File: config.mk
export PLATFORM = sky130hd
export DESIGN_NAME = mem_access_unit
export DESIGN_NICKNAME = d
export VERILOG_FILES = /design/src/rtl/mem_access_unit.sv
export SDC_FILE = /design/constraint.sdc
export NUM_CORES = 1
export LEC_CHECK = 0
export BUFFER_PORTS_ARGS = -buffer_cell sky130_fd_sc_hd__clkbuf_2
export CAP_MARGIN = 0
export CORE_UTILIZATION = 46
export CTS_BUF_LIST = sky130_fd_sc_hd__clkbuf_8
export CTS_CLUSTER_DIAMETER = 60
export DETAILED_ROUTE_END_ITERATION = 8
export PLACE_DENSITY = 0.79
export SLEW_MARGIN = 40
export SYNTH_ARGS = -nofsm -noshare
export SYNTH_HDL_FRONTEND = slang
export SYNTH_SLANG_ARGS = --single-unit
File: constraint.sdc
create_clock -name clk -period 2.1 [get_ports clk]
set_clock_uncertainty 0.05 [all_clocks]
set_input_delay 0 -clock clk [delete_from_list [all_inputs] [get_ports clk]]
set_output_delay 0 -clock clk [all_outputs]
set_load 0.005 [all_outputs]
File: src/rtl/mem_access_unit.sv
// Memory-stage data-access controller driving the SRAM-like data bus (req/addr_ok/data_ok).
// Optional macro ADDR_ERR_EN: misaligned-address detection; otherwise addresses are forced aligned.
module mem_access_unit (
    input  logic        clk,
    input  logic        rst,
    input  logic        mem_read_enM,
    input  logic        mem_write_enM,
    input  logic [31:0] mem_addrM,
    input  logic [31:0] rt_valueM,
    input  logic [1:0]  ls_sizeM,
    input  logic        ls_unsignedM,
    input  logic        flush_excM,
    input  logic        advanceM,
    output logic        data_req,
    output logic        data_wr,
    output logic [1:0]  data_size,
    output logic [31:0] data_addr,
    output logic [3:0]  data_wstrb,
    output logic [31:0] data_wdata,
    input  logic        data_addr_ok,
    input  logic        data_data_ok,
    input  logic [31:0] data_rdata,
    output logic        stall_reqM,
    output logic [31:0] load_dataM,
    output logic        addr_errM,
    output logic [31:0] badvaddrM
);

    typedef enum logic [1:0] {
        IDLE      = 2'd0,
        WAIT_ADDR = 2'd1,
        WAIT_DATA = 2'd2,
        DONE      = 2'd3
    } state_t;

    state_t      state_r, state_next_s;
    logic [1:0]  size_code_s;
    logic [31:0] eff_addr_s;
    logic        addr_err_s;
    logic        access_s;
    logic [3:0]  strb_raw_s, wstrb_s;
    logic [31:0] wdata_s;
    logic        latch_s, capture_s, set_kill_s;
    logic [31:0] addr_r, wdata_r, result_r;
    logic [3:0]  wstrb_r;
    logic [1:0]  size_r;
    logic        wr_r, uns_r, killed_r;
    logic [1:0]  cur_lane_s, cur_size_s;
    logic        cur_uns_s, cur_wr_s;

    function automatic logic [31:0] extend_load(input logic [31:0] rdata, input logic [1:0] lane,
                                                input logic [1:0] size, input logic uns);
        logic [7:0]  b;
        logic [15:0] h;
        logic [31:0] r;
        case (lane)
            2'd0:    b = rdata[7:0];
            2'd1:    b = rdata[15:8];
            2'd2:    b = rdata[23:16];
            default: b = rdata[31:24];
        endcase
        h = lane[1] ? rdata[31:16] : rdata[15:0];
        case (size)
            2'd0:    r = {{24{~uns & b[7]}}, b};
            2'd1:    r = {{16{~uns & h[15]}}, h};
            default: r = rdata;
        endcase
        return r;
    endfunction

    // Size encoding: 3 behaves as a word access
    always_comb begin
        if (ls_sizeM == 2'd0) begin
            size_code_s = 2'd0;
        end else if (ls_sizeM == 2'd1) begin
            size_code_s = 2'd1;
        end else begin
            size_code_s = 2'd2;
        end
    end

`ifdef ADDR_ERR_EN
    // Misalignment check on the live M-stage address
    always_comb begin
        eff_addr_s = mem_addrM;
        badvaddrM  = mem_addrM;
        addr_err_s = (mem_read_enM | mem_write_enM) &
                     (((size_code_s == 2'd1) & mem_addrM[0]) |
                      ((size_code_s == 2'd2) & (mem_addrM[1:0] != 2'b00)));
    end
`else
    // Without detection the low address bits are dropped to the access size
    always_comb begin
        eff_addr_s = mem_addrM;
        badvaddrM  = 32'h0000_0000;
        addr_err_s = 1'b0;
        if (size_code_s == 2'd1) begin
            eff_addr_s[0] = 1'b0;
        end else if (size_code_s == 2'd2) begin
            eff_addr_s[1:0] = 2'b00;
        end else begin
            eff_addr_s = mem_addrM;
        end
    end
`endif

    assign addr_errM = addr_err_s;
    assign access_s  = (mem_read_enM | mem_write_enM) & ~addr_err_s & ~flush_excM;

    // Byte strobes and lane-replicated store data
    always_comb begin
        case (size_code_s)
            2'd0: begin
                strb_raw_s = 4'b0001 << eff_addr_s[1:0];
                wdata_s    = {4{rt_valueM[7:0]}};
            end
            2'd1: begin
                strb_raw_s = eff_addr_s[1] ? 4'b1100 : 4'b0011;
                wdata_s    = {2{rt_valueM[15:0]}};
            end
            default: begin
                strb_raw_s = 4'b1111;
                wdata_s    = rt_valueM;
            end
        endcase
    end

    assign wstrb_s = mem_write_enM ? strb_raw_s : 4'b0000;

    // Request fields come straight from the pipeline in IDLE, from the latch afterwards
    always_comb begin
        if (state_r == IDLE) begin
            data_addr  = eff_addr_s;
            data_wr    = mem_write_enM;
            data_size  = size_code_s;
            data_wstrb = wstrb_s;
            data_wdata = wdata_s;
            cur_lane_s = eff_addr_s[1:0];
            cur_size_s = size_code_s;
            cur_uns_s  = ls_unsignedM;
            cur_wr_s   = mem_write_enM;
        end else begin
            data_addr  = addr_r;
            data_wr    = wr_r;
            data_size  = size_r;
            data_wstrb = wstrb_r;
            data_wdata = wdata_r;
            cur_lane_s = addr_r[1:0];
            cur_size_s = size_r;
            cur_uns_s  = uns_r;
            cur_wr_s   = wr_r;
        end
    end

    // Next-state, bus request and stall generation
    always_comb begin
        state_next_s = state_r;
        data_req     = 1'b0;
        stall_reqM   = 1'b0;
        latch_s      = 1'b0;
        capture_s    = 1'b0;
        set_kill_s   = 1'b0;
        case (state_r)
            IDLE: begin
                data_req   = access_s;
                stall_reqM = access_s;
                if (access_s) begin
                    latch_s = 1'b1;
                    if (data_addr_ok && data_data_ok) begin
                        capture_s    = 1'b1;
                        state_next_s = DONE;
                    end else if (data_addr_ok) begin
                        state_next_s = WAIT_DATA;
                    end else begin
                        state_next_s = WAIT_ADDR;
                    end
                end else begin
                    state_next_s = IDLE;
                end
            end
            WAIT_ADDR: begin
                data_req   = 1'b1;
                stall_reqM = 1'b1;
                set_kill_s = flush_excM;
                if (data_addr_ok && data_data_ok) begin
                    if (killed_r || flush_excM) begin
                        state_next_s = IDLE;
                    end else begin
                        capture_s    = 1'b1;
                        state_next_s = DONE;
                    end
                end else if (data_addr_ok) begin
                    state_next_s = WAIT_DATA;
                end else begin
                    state_next_s = WAIT_ADDR;
                end
            end
            WAIT_DATA: begin
                stall_reqM = 1'b1;
                set_kill_s = flush_excM;
                if (data_data_ok) begin
                    if (killed_r || flush_excM) begin
                        state_next_s = IDLE;
                    end else begin
                        capture_s    = 1'b1;
                        state_next_s = DONE;
                    end
                end else begin
                    state_next_s = WAIT_DATA;
                end
            end
            DONE: begin
                if (advanceM) begin
                    state_next_s = IDLE;
                end else begin
                    state_next_s = DONE;
                end
            end
            default: begin
                state_next_s = IDLE;
            end
        endcase
    end

    // State, kill flag, latched request and load result
    always_ff @(posedge clk) begin
        if (rst) begin
            state_r  <= IDLE;
            killed_r <= 1'b0;
            result_r <= 32'h0000_0000;
            addr_r   <= 32'h0000_0000;
            wdata_r  <= 32'h0000_0000;
            wstrb_r  <= 4'b0000;
            size_r   <= 2'd0;
            wr_r     <= 1'b0;
            uns_r    <= 1'b0;
        end else begin
            state_r <= state_next_s;
            if (state_next_s == IDLE) begin
                killed_r <= 1'b0;
            end else if (set_kill_s) begin
                killed_r <= 1'b1;
            end else begin
                killed_r <= killed_r;
            end
            if (latch_s) begin
                addr_r  <= eff_addr_s;
                wdata_r <= wdata_s;
                wstrb_r <= wstrb_s;
                size_r  <= size_code_s;
                wr_r    <= mem_write_enM;
                uns_r   <= ls_unsignedM;
            end else begin
                addr_r  <= addr_r;
                wdata_r <= wdata_r;
                wstrb_r <= wstrb_r;
                size_r  <= size_r;
                wr_r    <= wr_r;
                uns_r   <= uns_r;
            end
            if (capture_s) begin
                result_r <= cur_wr_s ? 32'h0000_0000
                                     : extend_load(data_rdata, cur_lane_s, cur_size_s, cur_uns_s);
            end else begin
                result_r <= result_r;
            end
        end
    end

    assign load_dataM = (state_r == DONE) ? result_r : 32'h0000_0000;

endmodule
==> results.md <==
* Status: finished, violations left
* Failing checks: negative setup slack
* Leak at 4.19 nW
* Yosys cell types at 59
* Final GP Congestion at 0.926
* CTS root buf: clkbuf_8
* H-tree depth at 3
* Synth Register Bits at 107
* P_int at 4.57 mW
* RR Endpoint: result_r[22]
* Register area at 2150 um^2
* Clock Sinks at 107
* DP Wirelength at 13200 um
* EDFF count, synth at 0
* Critical-path cell list: inv_4 -> ha_4 -> buf_8 -> buf_4 -> nand4bb_1 -> nand3_2 -> a221oi_4 -> o311ai_4 -> buf_6 -> buf_16 -> o211ai_2
* Clk buf depth at 2
* Vias in the first global route at 6856
* Initial core utilization at 47.9%
* Max-cap viol count at 0
* Synth Flop Type: dfxtp_1
* First-pass GRT wire length at 33800 um
* Syn_area_per_cell at 8.12 um^2
* Worst setup EP type: flop
* Total die area at 14600 um^2
* Sequential share of the synthesized area at 33.1%
* Reg clk slew, reported paths at 0.11 ns
* Initial antenna violation count at 0
* Number of fill cells at 982
* Critical path required time at 2.33 ns
* Drt drc at 0
* Final WS setup at -0.0472 ns
* WP data arrival at 2.37 ns
* Avg WL per Cell at 17.4 um
* Place WS at -0.0807 ns
* Synthesized area at 6470 um^2
* Routed via count at 7346
* WHS Path Cells at 4
* CORE AREA at 13500 um^2
* WHS Endpoint: state_r[0]
* Core Rows at 42
* Syn. warnings at 0
* P per Cell Area at 782 nW/um^2
* Pre-antenna DRT Iters at 6
* Worst vdd ir at 658 uV
* Worst-Skew Late Latency at 0.40 ns
* I/O pin count at 245
* HP Class: primary input to flop
* 1st-iter DRT viols at 772
* Sw Share at 37.7%
* Fmax at 466 MHz
* Hold slack at 0.0199 ns
* Slew headroom at 55.9%
* Hold Fails Final Rpt at 0
* Grt total ovfl at 0
* Final ANT Viol Nets at 0
* Critical path type: flop to flop
* Part of the power in registers at 32.4%
* Final setup fails at 16
* Gr usage total at 29.5%
* Tcrit/Tclk final at 102%
* Multi-input logic area at 4110 um^2
* Total CTS buffers at 9
* ANT cells at 0
* Synth Instances at 797
* Vias per cell at 5.62
* R2r setup slk at -0.05 ns
* Die width at 121 um
* Crit Path Max Fanout at 8
* Measured slew at the worst slew-check pin at 0.660 ns
* Switching Power at 2.77 mW
* Slew Limit Fails at 0
* FF-to-FF path depth at 11
* Critical path startpoint category: flop
* Slowest CP cell: dfxtp_2
* Layout cell share with drive strength beyond 1 at 36.1%
* RSZ-0062 raised after global routing: yes
* Synth-to-layout area growth at 45.0%
* Final wirelength at 22800 um
* CTS tree: done
* Crit path time final at 2.15 ns
* Nets at 1242
* Post-synth ARST share at 0%
* Chip height at 121 um
* Crit-path max cell delay at 0.35 ns
* Count of input and output buffers at 211
* Hold Path Origin: advanceM
* RR Startpoint: state_r[0]
* Combinational share of power at 49.7%
* Largest net degree at the start of global routing at 88
* Clock power frac at 17.9%
==> routing by layer <==
layer	vias to the layer above	share of wire, %	track usage [%]
met4	0	3.7	13.1
met2	463	49	51.1
met5	-	0	0
met3	89	9.0	7.64
met1	3412	38	33.8
li1	3382	-	-
==> power by group through the flow <==
stage / sequential (mW) / combinational (mW) / clock [mW]
finish: 2.38 / 3.65 / 1.31
global route: 2.40 / 3.90 / 1.40
CTS: 2.36 / 3.31 / 1.32
detailed placement: 2.40 / 3.05 / 0
global placement: 2.40 / 3.01 / 0
floorplan: 2.38 / 1.93 / 0
==> worst max-delay path: cells and delay by family (launching register included) <==
family	cells	cell delay, ns
buffers and inverters	5	0.60
flip-flops	1	0.35
AO/OA/AOI/OAI	3	0.49
AND/OR/NAND/NOR	2	0.35
adder cells (fa/ha/maj)	1	0.18
==> final cells by class <==
| class | count | area share (%) |
|---|---|---|
| clock buffer | 9 | 1.32 |
| clock inverter | 5 | 0.653 |
| inverter | 9 | 0.400 |
| multi-input combinational | 625 | 43.7 |
| sequential | 107 | 22.9 |
| tap | 176 | 2.35 |
| timing repair buffer | 377 | 28.7 |
==> registers in the layout, summed over array words and instances (netlist names) <==
register  count
killed_r      1
wr_r          1
uns_r         1
size_r        2
result_r     32
wdata_r      32
state_r       2
wstrb_r       4
addr_r       32
==> placed cells by master, fill, tap and decap left out, types with 4 or more instances in the layout <==
cell           instances
clkbuf_8              10
inv_1                  4
dlygate4sd3_1        103
o211ai_1               8
conb_1                33
nand3_1               13
buf_4                 48
o211ai_2              10
ha_1                   4
and2_1                32
mux2i_1               26
a31oi_1                7
a32o_1                 7
a22oi_1                9
o221a_2                5
nor2_4                 5
buf_6                  8
o21ai_0               17
nor2_1                50
a21oi_1               75
clkbuf_2             209
nand2_1              163
a211oi_1              17
a2bb2oi_1              7
mux2_2                58
dfxtp_1              104
nor2b_1                4
nand2b_1               4
nand3b_1              17
==> kinds of logic after synthesis <==
kind of cell / synth area share [%]
AND/OR/NAND/NOR: 22.8
AO/OA/AOI/OAI: 20.0
flip-flops: 33.1
buffers and inverters: 8.29
multiplexers: 14.6
adder cells (fa/ha/maj): 1.16
other: 0.0579
==> how the worst max path moves through the flow <==
stage / slack, ns / from / cells past startpoint / end
after CTS: -0.05 / state_r[0] / 10 / result_r[21]
final: -0.05 / state_r[0] / 11 / result_r[22]
after global placement: -0.19 / state_r[0] / 7 / result_r[26]
after global routing: -0.11 / state_r[0] / 11 / result_r[21]
after floorplan: 0.005 / state_r[0] / 8 / result_r[2]
after detailed placement: -0.08 / state_r[1] / 10 / result_r[8]
==> Yosys cell counts, types with 7 or more instances <==
| cell type | count | area, um^2 |
|---|---|---|
| nand2_1 | 165 | 619 |
| dfxtp_1 | 107 | 2140 |
| a21oi_1 | 77 | 385 |
| mux2_2 | 58 | 653 |
| nor2_1 | 54 | 203 |
| buf_4 | 34 | 255 |
| and2_1 | 32 | 200 |
| clkbuf_1 | 31 | 116 |
| mux2i_1 | 27 | 270 |
| o21ai_0 | 19 | 95.1 |
| a211oi_1 | 17 | 128 |
| nand3b_1 | 17 | 128 |
| buf_2 | 15 | 75.1 |
| nand3_1 | 14 | 70.1 |
| o211ai_2 | 10 | 125 |
| a22oi_1 | 9 | 67.6 |
| o211ai_1 | 8 | 60.1 |
| a2bb2oi_1 | 7 | 61.3 |
| a31oi_1 | 7 | 43.8 |
| a32o_1 | 7 | 70.1 |
==> per-stage QoR <==
stage	util, %	cells	total power, mW	setup TNS [ns]	area [um^2]
2_1_floorplan	-	829	4.31	0	6600
3_3_place_gp	57.9	1175	5.40	-2.28	7820
3_5_place_dp	57.9	1175	5.45	-1.33	7820
4_1_cts	68.0	1298	6.99	-0.463	9180
5_1_grt	69.5	1308	7.71	-2.48	9390
6_report	69.5	1308	7.34	-0.428	9390
==> what timing repair did <==
| action | CTS | global route |
|---|---|---|
| resized for setup | 19 | 32 |
| pin swaps | 7 | 10 |
| hold endpoints to repair | 101 | 0 |
| setup buffers | 4 | 8 |
| endpoints found under the setup margin | 85 | 67 |
| gates cloned | 2 | 4 |
| hold buffers | 103 | 0 |
Power figures use the tool's default switching activity.
